--- src/rtl/logen_cal_pkg.sv ---
//==============================================================================
// Module : logen_cal_pkg
// Brief  : Shared state encoding and register-field decode helpers for the
//          multi-window LOGEN LDO calibration block.
// Rev    : 1.0  initial release
//==============================================================================
`default_nettype none

package logen_cal_pkg;

    localparam int WIN_W            = 5;
    localparam int VSEL_RST_DEFAULT = 2;

    typedef enum logic [2:0] {
        ST_IDLE     = 3'd0,
        ST_RSTN     = 3'd1,
        ST_EN_PRE   = 3'd2,
        ST_EN       = 3'd3,
        ST_EN_POST  = 3'd4,
        ST_DATASYN  = 3'd5,
        ST_ACCUM    = 3'd6,
        ST_UPDATE   = 3'd7
    } cal_state_t;

    function automatic logic [WIN_W-1:0] win_m1_lookup(input logic [1:0] cnt_sel);
        case (cnt_sel)
            2'd0:    win_m1_lookup = 5'd7;
            2'd1:    win_m1_lookup = 5'd11;
            2'd2:    win_m1_lookup = 5'd15;
            default: win_m1_lookup = 5'd19;
        endcase
    endfunction

    function automatic logic [1:0] navg_log2_lookup(input logic [1:0] avg_sel);
        case (avg_sel)
            2'd0:    navg_log2_lookup = 2'd0;
            2'd1:    navg_log2_lookup = 2'd1;
            default: navg_log2_lookup = 2'd2;
        endcase
    endfunction

    // Index of the final measurement for a given averaging depth (2^n - 1).
    function automatic logic [1:0] meas_last_lookup(input logic [1:0] navg_log2);
        case (navg_log2)
            2'd0:    meas_last_lookup = 2'd0;
            2'd1:    meas_last_lookup = 2'd1;
            default: meas_last_lookup = 2'd3;
        endcase
    endfunction

endpackage

`default_nettype wire

--- src/rtl/logen_seg_lookup.sv ---
//==============================================================================
// Module : logen_seg_lookup
// Brief  : Combinational priority compare of an averaged count against
//          programmable segment upper bounds; returns segment index and vsel.
// Rev    : 1.0  initial release
//==============================================================================
`default_nettype none

module logen_seg_lookup #(
    parameter int NSEG   = 5,
    parameter int VAL_W  = 6,
    parameter int VSEL_W = 3
) (
    input  logic [VAL_W-1:0]          val,
    input  logic [(NSEG-1)*VAL_W-1:0] bounds,
    input  logic [NSEG*VSEL_W-1:0]    segs,
    output logic [2:0]                idx,
    output logic [VSEL_W-1:0]         vsel
);

    // Walk downward so the lowest matching bound is the last one written.
    always_comb begin
        idx  = 3'(NSEG-1);
        vsel = segs[(NSEG-1)*VSEL_W +: VSEL_W];
        for (int i = NSEG-2; i >= 0; i--) begin
            if (val <= bounds[i*VAL_W +: VAL_W]) begin
                idx  = 3'(i);
                vsel = segs[i*VSEL_W +: VSEL_W];
            end
        end
    end

endmodule

`default_nettype wire

--- src/rtl/logen_ldo_cal_multi.sv ---
//==============================================================================
// Module : logen_ldo_cal_multi
// Brief  : LOGEN LDO calibration: 1/2/4 ring-counter windows, averaged and
//          mapped through programmable segments to an LDO vsel code.
// Rev    : 1.0  initial release
//==============================================================================
`default_nettype none

module logen_ldo_cal_multi
    import logen_cal_pkg::*;
#(
    parameter int NSEG     = 5,
    parameter int CNTR_W   = 14,
    parameter int VAL_LSB  = 4,
    parameter int VAL_W    = 6,
    parameter int VSEL_W   = 3,
    parameter int VSEL_RST = VSEL_RST_DEFAULT
) (
    input  logic                      clk,
    input  logic                      rstn,
    input  logic                      logen_start,
    input  logic                      rg_logen_cal_bypass,
    input  logic [1:0]                rg_logen_cnt_sel,
    input  logic [1:0]                rg_logen_avg_sel,
    input  logic [VSEL_W-1:0]         rg_logen_vsel_man,
    input  logic [NSEG*VSEL_W-1:0]    rg_logen_vsel_seg,
    input  logic [(NSEG-1)*VAL_W-1:0] rg_logen_cntr_bound,
    input  logic [CNTR_W-1:0]         a2d_ncntr,
    output logic                      cntr_rstn,
    output logic                      cntr_en,
    output logic                      cntr_datasyn,
    output logic [VAL_W-1:0]          logen_cntr_curr,
    output logic [VSEL_W-1:0]         ldo_logen_vsel,
    output logic [2:0]                logen_seg_idx,
    output logic                      logen_busy,
    output logic                      logen_done
);

    cal_state_t         r_state;
    logic [2:0]         r_start_sync;
    logic [WIN_W-1:0]   r_win_m1;
    logic [WIN_W-1:0]   r_win_cnt;
    logic [1:0]         r_navg_log2;
    logic [1:0]         r_meas_cnt;
    logic [VAL_W+1:0]   r_acc;

    logic               w_start_edge;
    logic [VAL_W-1:0]   w_sample;
    logic [VAL_W-1:0]   w_avg;
    logic [2:0]         w_seg_idx;
    logic [VSEL_W-1:0]  w_seg_vsel;

    assign w_start_edge = ~r_start_sync[2] & r_start_sync[1];
    assign w_avg        = VAL_W'(r_acc >> r_navg_log2);

    // Any counter bit above the field means the count overflowed it: saturate.
    generate
        if (VAL_LSB + VAL_W < CNTR_W) begin : g_sat
            assign w_sample = (|a2d_ncntr[CNTR_W-1:VAL_LSB+VAL_W]) ? {VAL_W{1'b1}}
                                                                  : a2d_ncntr[VAL_LSB +: VAL_W];
        end else begin : g_nosat
            assign w_sample = a2d_ncntr[VAL_LSB +: VAL_W];
        end
        if (VAL_LSB > 0) begin : g_lsb_drop
            logic w_unused_lsb;
            assign w_unused_lsb = ^a2d_ncntr[VAL_LSB-1:0];
        end
    endgenerate

    logen_seg_lookup #(
        .NSEG   (NSEG),
        .VAL_W  (VAL_W),
        .VSEL_W (VSEL_W)
    ) u_seg_lookup (
        .val    (w_avg),
        .bounds (rg_logen_cntr_bound),
        .segs   (rg_logen_vsel_seg),
        .idx    (w_seg_idx),
        .vsel   (w_seg_vsel)
    );

    always_ff @(posedge clk) begin
        if (!rstn) begin
            r_state         <= ST_IDLE;
            r_start_sync    <= '0;
            r_win_m1        <= '0;
            r_win_cnt       <= '0;
            r_navg_log2     <= '0;
            r_meas_cnt      <= '0;
            r_acc           <= '0;
            cntr_rstn       <= 1'b1;
            cntr_en         <= 1'b0;
            cntr_datasyn    <= 1'b0;
            logen_cntr_curr <= '0;
            ldo_logen_vsel  <= VSEL_W'(VSEL_RST);
            logen_seg_idx   <= '0;
            logen_busy      <= 1'b0;
            logen_done      <= 1'b0;
        end else begin
            r_start_sync <= {r_start_sync[1:0], logen_start};

            // Counter strobes lag the state by one cycle.
            cntr_rstn    <= (r_state != ST_RSTN);
            cntr_en      <= (r_state == ST_EN_PRE) ||
                            ((r_state == ST_EN) && (r_win_cnt != r_win_m1));
            cntr_datasyn <= (r_state == ST_EN_POST);
            logen_done   <= (r_state == ST_UPDATE);

            case (r_state)
                ST_IDLE: begin
                    if (w_start_edge) begin
                        r_win_m1    <= win_m1_lookup(rg_logen_cnt_sel);
                        r_navg_log2 <= navg_log2_lookup(rg_logen_avg_sel);
                        r_acc       <= '0;
                        r_meas_cnt  <= '0;
                        logen_busy  <= 1'b1;
                        r_state     <= ST_RSTN;
                    end
                end
                ST_RSTN: begin
                    r_state <= ST_EN_PRE;
                end
                ST_EN_PRE: begin
                    r_win_cnt <= '0;
                    r_state   <= ST_EN;
                end
                ST_EN: begin
                    if (r_win_cnt == r_win_m1) begin
                        r_state <= ST_EN_POST;
                    end else begin
                        r_win_cnt <= r_win_cnt + 1'b1;
                    end
                end
                ST_EN_POST: begin
                    r_state <= ST_DATASYN;
                end
                ST_DATASYN: begin
                    r_state <= ST_ACCUM;
                end
                ST_ACCUM: begin
                    r_acc <= r_acc + (VAL_W+2)'(w_sample);
                    if (r_meas_cnt == meas_last_lookup(r_navg_log2)) begin
                        r_state <= ST_UPDATE;
                    end else begin
                        r_meas_cnt <= r_meas_cnt + 1'b1;
                        r_state    <= ST_RSTN;
                    end
                end
                ST_UPDATE: begin
                    logen_cntr_curr <= w_avg;
                    logen_seg_idx   <= w_seg_idx;
                    if (!rg_logen_cal_bypass) begin
                        ldo_logen_vsel <= w_seg_vsel;
                    end
                    logen_busy <= 1'b0;
                    r_state    <= ST_IDLE;
                end
                default: begin
                    logen_busy <= 1'b0;
                    r_state    <= ST_IDLE;
                end
            endcase

            if (rg_logen_cal_bypass) begin
                ldo_logen_vsel <= rg_logen_vsel_man;
            end
        end
    end

endmodule

`default_nettype wire

--- config.mk ---
export PLATFORM = sky130hd
export DESIGN_NAME = logen_ldo_cal_multi
export DESIGN_NICKNAME = d
export VERILOG_FILES = /design/src/rtl/logen_cal_pkg.sv /design/src/rtl/logen_seg_lookup.sv /design/src/rtl/logen_ldo_cal_multi.sv
export SDC_FILE = /design/constraint.sdc
export NUM_CORES = 1
export LEC_CHECK = 0
export ABC_AREA = 1
export CAP_MARGIN = 25
export CORE_ASPECT_RATIO = 0.8
export CORE_MARGIN = 5
export CORE_UTILIZATION = 45
export DETAILED_ROUTE_END_ITERATION = 8
export GPL_TIMING_DRIVEN = 0
export PLACE_DENSITY_LB_ADDON = 0.2
export SLEW_MARGIN = 20
export SYNTH_ARGS = -nofsm -noshare
export SYNTH_HDL_FRONTEND = slang
export SYNTH_SLANG_ARGS = --single-unit
--- constraint.sdc ---
create_clock -name clk -period 6.6 [get_ports clk]
set_input_delay 1.32 -clock clk [delete_from_list [all_inputs] [get_ports clk]]
set_output_delay 1.32 -clock clk [all_outputs]
set_load 0.02 [all_outputs]
==> impl_metrics.csv, run 1 <==
group,metric,value,unit
outcome,outcome,"complete, no violations",
sta,slew-limit-headroom,41.4,%
critical_path,path_class,"primary input to flop",
sta,grt_setup_unrepaired,"false",
die,die_y,82.4,µm
grt,grt_overflow,0,
sta,slew_violations,0,
detailed_routing,drtIter0Drc,112,
place,place_area,3810,µm²
synth,synth-seq-cells,44,
sta,final.min_clock_period,3.51,ns
layout,post-route-cell-area,3890,µm²
detailed_routing,wl_per_cell,12.4,µm
place,dp_hpwl,5980,µm
detailed_routing,viasPerCell,4.98,
synth,yosys.area.top_type,"dfxtp_1",
synth,synthFlopType,"dfxtp_1",
clocking,cts_sinks,44,
grt,grt_pass1_wl,12200,µm
grt,grt_pass1_vias,2829,
grt,grt_max_degree,14,
power_and_ir_drop,peakVddDrop,0.0799,mV
sta,period_share,53.2,%
synth,synth_edf_count,0,
clocking,cts_hold_buf,0,
critical_path,worst_setup_path_end_kind,"flop",
clocking,ctsResizeCount,0,
layout,fillers,645,
critical_path,worstPathMaxFanout,6,
detailed_routing,totalWireLength,7300,µm
clocking,numCtsBuffers,5,
clocking,tritoncts,"built",
synth,synth_area_leaders,"dfxtp_1, ha_1, nand2_1, inv_1, a21oi_1",
synth,avgSynthCellArea,6.95,µm²
detailed_routing,drtPass1Iterations,4,
clocking,clockRootBuffer,"clkbuf_8",
layout,fin_nets,606,
die,dieArea,8280,µm²
run,drv_cap,0,
layout,regArea,881,µm²
detailed_routing,vias,2942,
layout,syn2layout_area_growth,32.1,%
detailed_routing,ant_nets,0,
place,gp_congestion,0.868,
die,start_util,46.2,%
layout,layout_commonest_cell,"nand2_1",
sta,worst_slew_pin_slew,0.870,ns
clocking,cts_buffer_depth,2,
layout,drive_above_1_share,6.71,%
die,rows,26,
sta,whs,0.419,ns
place,portBuffers,76,
critical_path,crit_path_start_kind,"primary input",
synth,ys_warn_count,0,
sta,max_freq,285,MHz
layout,antenna_cells,0,
place,dpl.cell_count,584,
grt,busiest_layer,"met2",
power_and_ir_drop,total_leakage_power,1.78,nW
clocking,htree_levels,2,
synth,syn_area,2950,µm²
synth,synthArstFlopShare,0,%
hold_path,min_path_type,"flop to flop",
clocking,clock_latency,0.31,ns
synth,seq_area_frac_synth,29.9,%
critical_path,arrival,3.72,ns
synth,synthDistinctLibCells,36,
synth,syn-instance-count,424,
clocking,post-cts-setup-buffers,0,
die,dieWidth,100,µm
layout,multi_input_area,1770,µm²
sta,setup_tns,0,ns
clocking,cts.clk_slew.worst_paths,0.08,ns
sta,finClkSkew,0.00922,ns
critical_path,worstPathRequired,6.81,ns
detailed_routing,drc_errors,0,
sta,setup_viol,0,
power_and_ir_drop,power_density,147,nW/µm²
layout,instances_no_fill,591,
grt,grt_usage,18.5,%
layout,final_cell_mix,"nand2_1, clkdlybuf4s50_1, inv_1",
die,io-pin-count,81,
sta,hold_viol_final,0,
die,core,6380,µm²
synth,yosysTopAreaCellShare,29.9,%
grt,use_met1,22.9,%
synth,synth_nets,523,
grt,use_met2,32.8,%
grt,grt_antenna_before_repair,0,
grt,met3_usage,3.61,%
[layout make-up]
| type | instances | share of cell area (%) |
|---|---|---|
| Inverter | 72 | 6.94 |
| Sequential cell | 44 | 22.6 |
| Buffer | 6 | 0.642 |
| Clock buffer | 5 | 1.77 |
| Multi-Input combinational cell | 302 | 45.5 |
| Tap cell | 84 | 2.70 |
| Timing Repair Buffer | 76 | 19.5 |
| Clock inverter | 2 | 0.321 |
[logic make-up after synthesis]
| kind of cell | Yosys count | share of synthesized area (%) |
|---|---|---|
| muxes | 2 | 0.679 |
| AOI/OAI and AO/OA | 72 | 13.7 |
| xor gates and xnor gates | 6 | 1.78 |
| buffers and inverters | 78 | 10.0 |
| adders and majority gates | 35 | 15.1 |
| DFF | 44 | 29.9 |
| and+or+nand+nor | 187 | 28.9 |
[path summary, 6_finish.rpt]
| path | from | to | slack, ns | cells after the start |
|---|---|---|---|---|
| worst min register to register | r_start_sync[0] | r_start_sync[1] | 0.42 | 2 |
| worst max-delay path | a2d_ncntr[11] | r_acc[6] | 3.09 | 14 |
| worst max register to register | r_navg_log2[0] | ldo_logen_vsel[1] | 3.56 | 18 |
| worst min-delay path | r_start_sync[0] | r_start_sync[1] | 0.42 | 2 |
[state kept, by name (all words and copies together), names as in the netlist]
signal / count
cntr_rstn: 1
logen_cntr_curr: 6
logen_done: 1
logen_seg_idx: 3
logen_busy: 1
r_win_m1: 4
cntr_en: 1
r_meas_cnt: 2
r_start_sync: 3
r_navg_log2: 2
r_state: 3
cntr_datasyn: 1
r_acc: 8
ldo_logen_vsel: 3
r_win_cnt: 5
[critical path, stage by stage]
cell and delay, ns:
clkdlybuf4s50_1 0.40, nor4_1 0.26, inv_1 0.12, or2_2 0.28, ha_1 0.35, a21oi_1 0.09, o21ai_0 0.28, nand2_1 0.11
nand2_1 0.08, nand2_1 0.05, a21oi_1 0.19, nand2_1 0.09, nand2_1 0.06, nor2_1 0.05
[per-layer routing]
metal  part of all wire [%]  vias to the layer above  routed length, µm
li1                       -                     1555                  -
met1                     48                     1328               3510
met5                      0                        -                  0
met2                     46                       52               3370
met3                    4.6                        7                339
met4                    1.2                        0                 85
[report_power, final]
group | internal [mW] | total, mW | switching [mW]
Clock | 0.0717 | 0.167 | 0.0948
Sequential | 0.274 | 0.281 | 0.00744
Combinational | 0.0625 | 0.126 | 0.0637
Total | 0.408 | 0.574 | 0.166
[through the flow]
| stage | util [%] | power [mW] | setup slack [ns] |
|---|---|---|---|
| detailed placement | 59.8 | 0.414 | 2.79 |
| CTS | 61.1 | 0.580 | 3.12 |
| global placement | 59.8 | 0.411 | 2.87 |
| floorplan | - | 0.356 | 3.41 |
| global route | 61.1 | 0.606 | 2.84 |
| finish | 61.1 | 0.574 | 3.09 |
[cells in the mapped netlist, types with 2 or more instances]
cell type  count
xnor2_1        3
inv_1         66
xor2_1         3
ha_1          34
nor3_1         9
a21oi_1       36
a211oi_1       4
inv_2          6
nor4_1         2
buf_2          2
dfxtp_1       44
mux2i_1        2
nand3_1       28
a22oi_1        3
o21bai_1       3
o21ai_0       21
nand2_1       88
nor2_1        38
nor3_4         2
nand4_1        3
clkbuf_1       4
nor2_2         2
or2_2          8
No activity file was read; power rests on OpenSTA's default activity.
==> run 2, diff against run 1 <==
- CORE_UTILIZATION: 45 -> 44
- clock period: 6.6 -> 2.8 ns (I/O delays scaled with it)
==> impl_metrics.csv, run 2 (same netlist as run 1, synthesis figures left out) <==
group,metric,value,unit
place,portBuffers,76,
power_and_ir_drop,power.share.combinational,22.3,%
sta,finClkSkew,0.00669,ns
layout,layout_commonest_cell,"nand2_1",
layout,regMostFlops,"r_acc",
critical_path,reg2reg_slack,0.27,ns
clocking,htree_levels,2,
die,die_y,83.2,µm
die,dieArea,8450,µm²
die,io-pin-count,81,
detailed_routing,drtIter0Drc,117,
hold_path,holdPathStages,2,
clocking,cts_hold_buf,0,
place,dp_hpwl,5940,µm
layout,final_cell_mix,"nand2_1, clkdlybuf4s50_1, inv_1",
power_and_ir_drop,power.total,1.36,mW
clocking,tritoncts,"built",
detailed_routing,wl_per_cell,12.4,µm
hold_path,hold_start,"r_start_sync[0]",
sta,whs,0.421,ns
critical_path,timing.rr.end,"ldo_logen_vsel[0]",
sta,grt_setup_unrepaired,"true",
sta,setup_tns,0,ns
clocking,cts.clk_slew.worst_paths,0.09,ns
grt,grt_max_degree,15,
power_and_ir_drop,switching_power,392,µW
sta,slew-limit-headroom,58.4,%
power_and_ir_drop,pwr-share-clk,28.9,%
run,drv_cap,0,
outcome,outcome,"complete, no violations",
place,gp_congestion,0.832,
sta,hold_viol_final,0,
layout,antenna_cells,0,
critical_path,crit_path_start_kind,"primary input",
place,post-place-ws,-0.264,ns
grt,grt_antenna_before_repair,0,
clocking,cts_sinks,44,
sta,max_freq,376,MHz
layout,reg_top3,"r_acc (8), logen_cntr_curr (6), r_win_cnt (5)",
clocking,clock_latency,0.29,ns
sta,worst_slew_pin_slew,0.619,ns
power_and_ir_drop,peakVddDrop,0.246,mV
critical_path,worstPathMaxFanout,6,
detailed_routing,totalWireLength,7370,µm
detailed_routing,drc_errors,0,
die,dieWidth,102,µm
detailed_routing,viasPerCell,4.91,
clocking,clockRootBuffer,"clkbuf_8",
grt,grt_pass1_vias,2791,
sta,setup_viol,0,
detailed_routing,ant_nets,0,
layout,largest_reg_flops,8,
hold_path,hold-path-endpoint,"r_start_sync[1]",
power_and_ir_drop,total_leakage_power,1.81,nW
detailed_routing,vias,2917,
critical_path,arrival,2.85,ns
layout,instances_no_fill,594,
layout,drive_above_1_share,10.4,%
clocking,numCtsBuffers,5,
die,start_util,45.8,%
detailed_routing,drtPass1Iterations,5,
power_and_ir_drop,switching_share,28.8,%
power_and_ir_drop,intPower,970,µW
die,core,6440,µm²
sta,final.min_clock_period,2.66,ns
die,rows,26,
place,dpl.cell_count,584,
grt,grt_pass1_wl,12400,µm
layout,post-route-cell-area,3980,µm²
grt,grt_overflow,0,
critical_path,timing.rr.start,"r_navg_log2[0]",
grt,grt_usage,17.5,%
power_and_ir_drop,seqPwrFrac,48.8,%
place,place_area,3810,µm²
clocking,cts_buffer_depth,2,
layout,syn2layout_area_growth,35.1,%
sta,fin_ws,0.141,ns
layout,fin_nets,608,
critical_path,ff2ff_path_depth,16,
critical_path,path_class,"primary input to flop",
sta,period_share,95.0,%
critical_path,worstPathRequired,3.00,ns
sta,slew_violations,0,
hold_path,min_path_type,"flop to flop",
critical_path,worst_setup_path_end_kind,"flop",
power_and_ir_drop,power_density,342,nW/µm²
layout,finalCoreUtilization,61.8,%
==> run 2: cell count changes in the layout (fill, tap and decap cells not counted), sizes merged <==
cell      delta
buf          +2
clkinvlp     -1
clkinv       +2
==> run 2: cell type report <==
type	instances	area, µm²
fill	601	2460
multi-input combinational	302	1830
sequential	44	881
timing repair buffer	78	776
inverter	72	270
tap	84	105
clock buffer	5	68.8
buffer	6	31.3
clock inverter	3	18.8
==> run 2: timing repair <==
| action | 4_1_cts | 5_1_grt |
|---|---|---|
| gates cloned | 0 | 0 |
| pin swaps | 1 | 2 |
| resized for setup | 6 | 17 |
| buffers inserted | 1 | 1 |
| endpoints found under the setup margin | 6 | 9 |
==> run 2: layer usage <==
layer	global-route usage (%)	vias up	routed length, µm
li1	-	1550	-
met5	0	-	0
met1	24.0	1297	3510
met3	3.69	2	437
met2	28.7	68	3410
met4	2.17	0	19
==> run 2: how the worst max path moves through the flow <==
| stage | start | end | slack (ns) |
|---|---|---|---|
| 4_1_cts | a2d_ncntr[11] | r_acc[6] | 0.04 |
| 3_5_place_dp | a2d_ncntr[11] | r_acc[6] | -0.26 |
| 6_report | a2d_ncntr[11] | r_acc[7] | 0.14 |
| 2_1_floorplan | a2d_ncntr[11] | r_acc[5] | 0.37 |
| 5_1_grt | r_navg_log2[0] | ldo_logen_vsel[1] | -0.04 |
| 3_3_place_gp | r_navg_log2[0] | ldo_logen_vsel[1] | -0.24 |
==> run 2: power groups by stage <==
stage	Combinational (mW)	Clock, mW	Sequential, mW
floorplan	0.155	0	0.683
global placement	0.291	0	0.677
detailed placement	0.298	0	0.678
CTS	0.301	0.402	0.664
global route	0.343	0.432	0.667
finish	0.304	0.393	0.664
==> run 2: worst max-delay path, stage by stage <==
cell	delay (ns)
clkdlybuf4s50_1	0.39
nor4_1	0.26
inv_1	0.12
or2_2	0.31
ha_4	0.30
nand3_1	0.11
nand2_1	0.11
nand2_1	0.07
nand2_1	0.07
nand2_1	0.05
nand2_1	0.07
nand2_1	0.08
a21oi_2	0.15
nand3_1	0.08
nand2_1	0.07
nor2_1	0.05
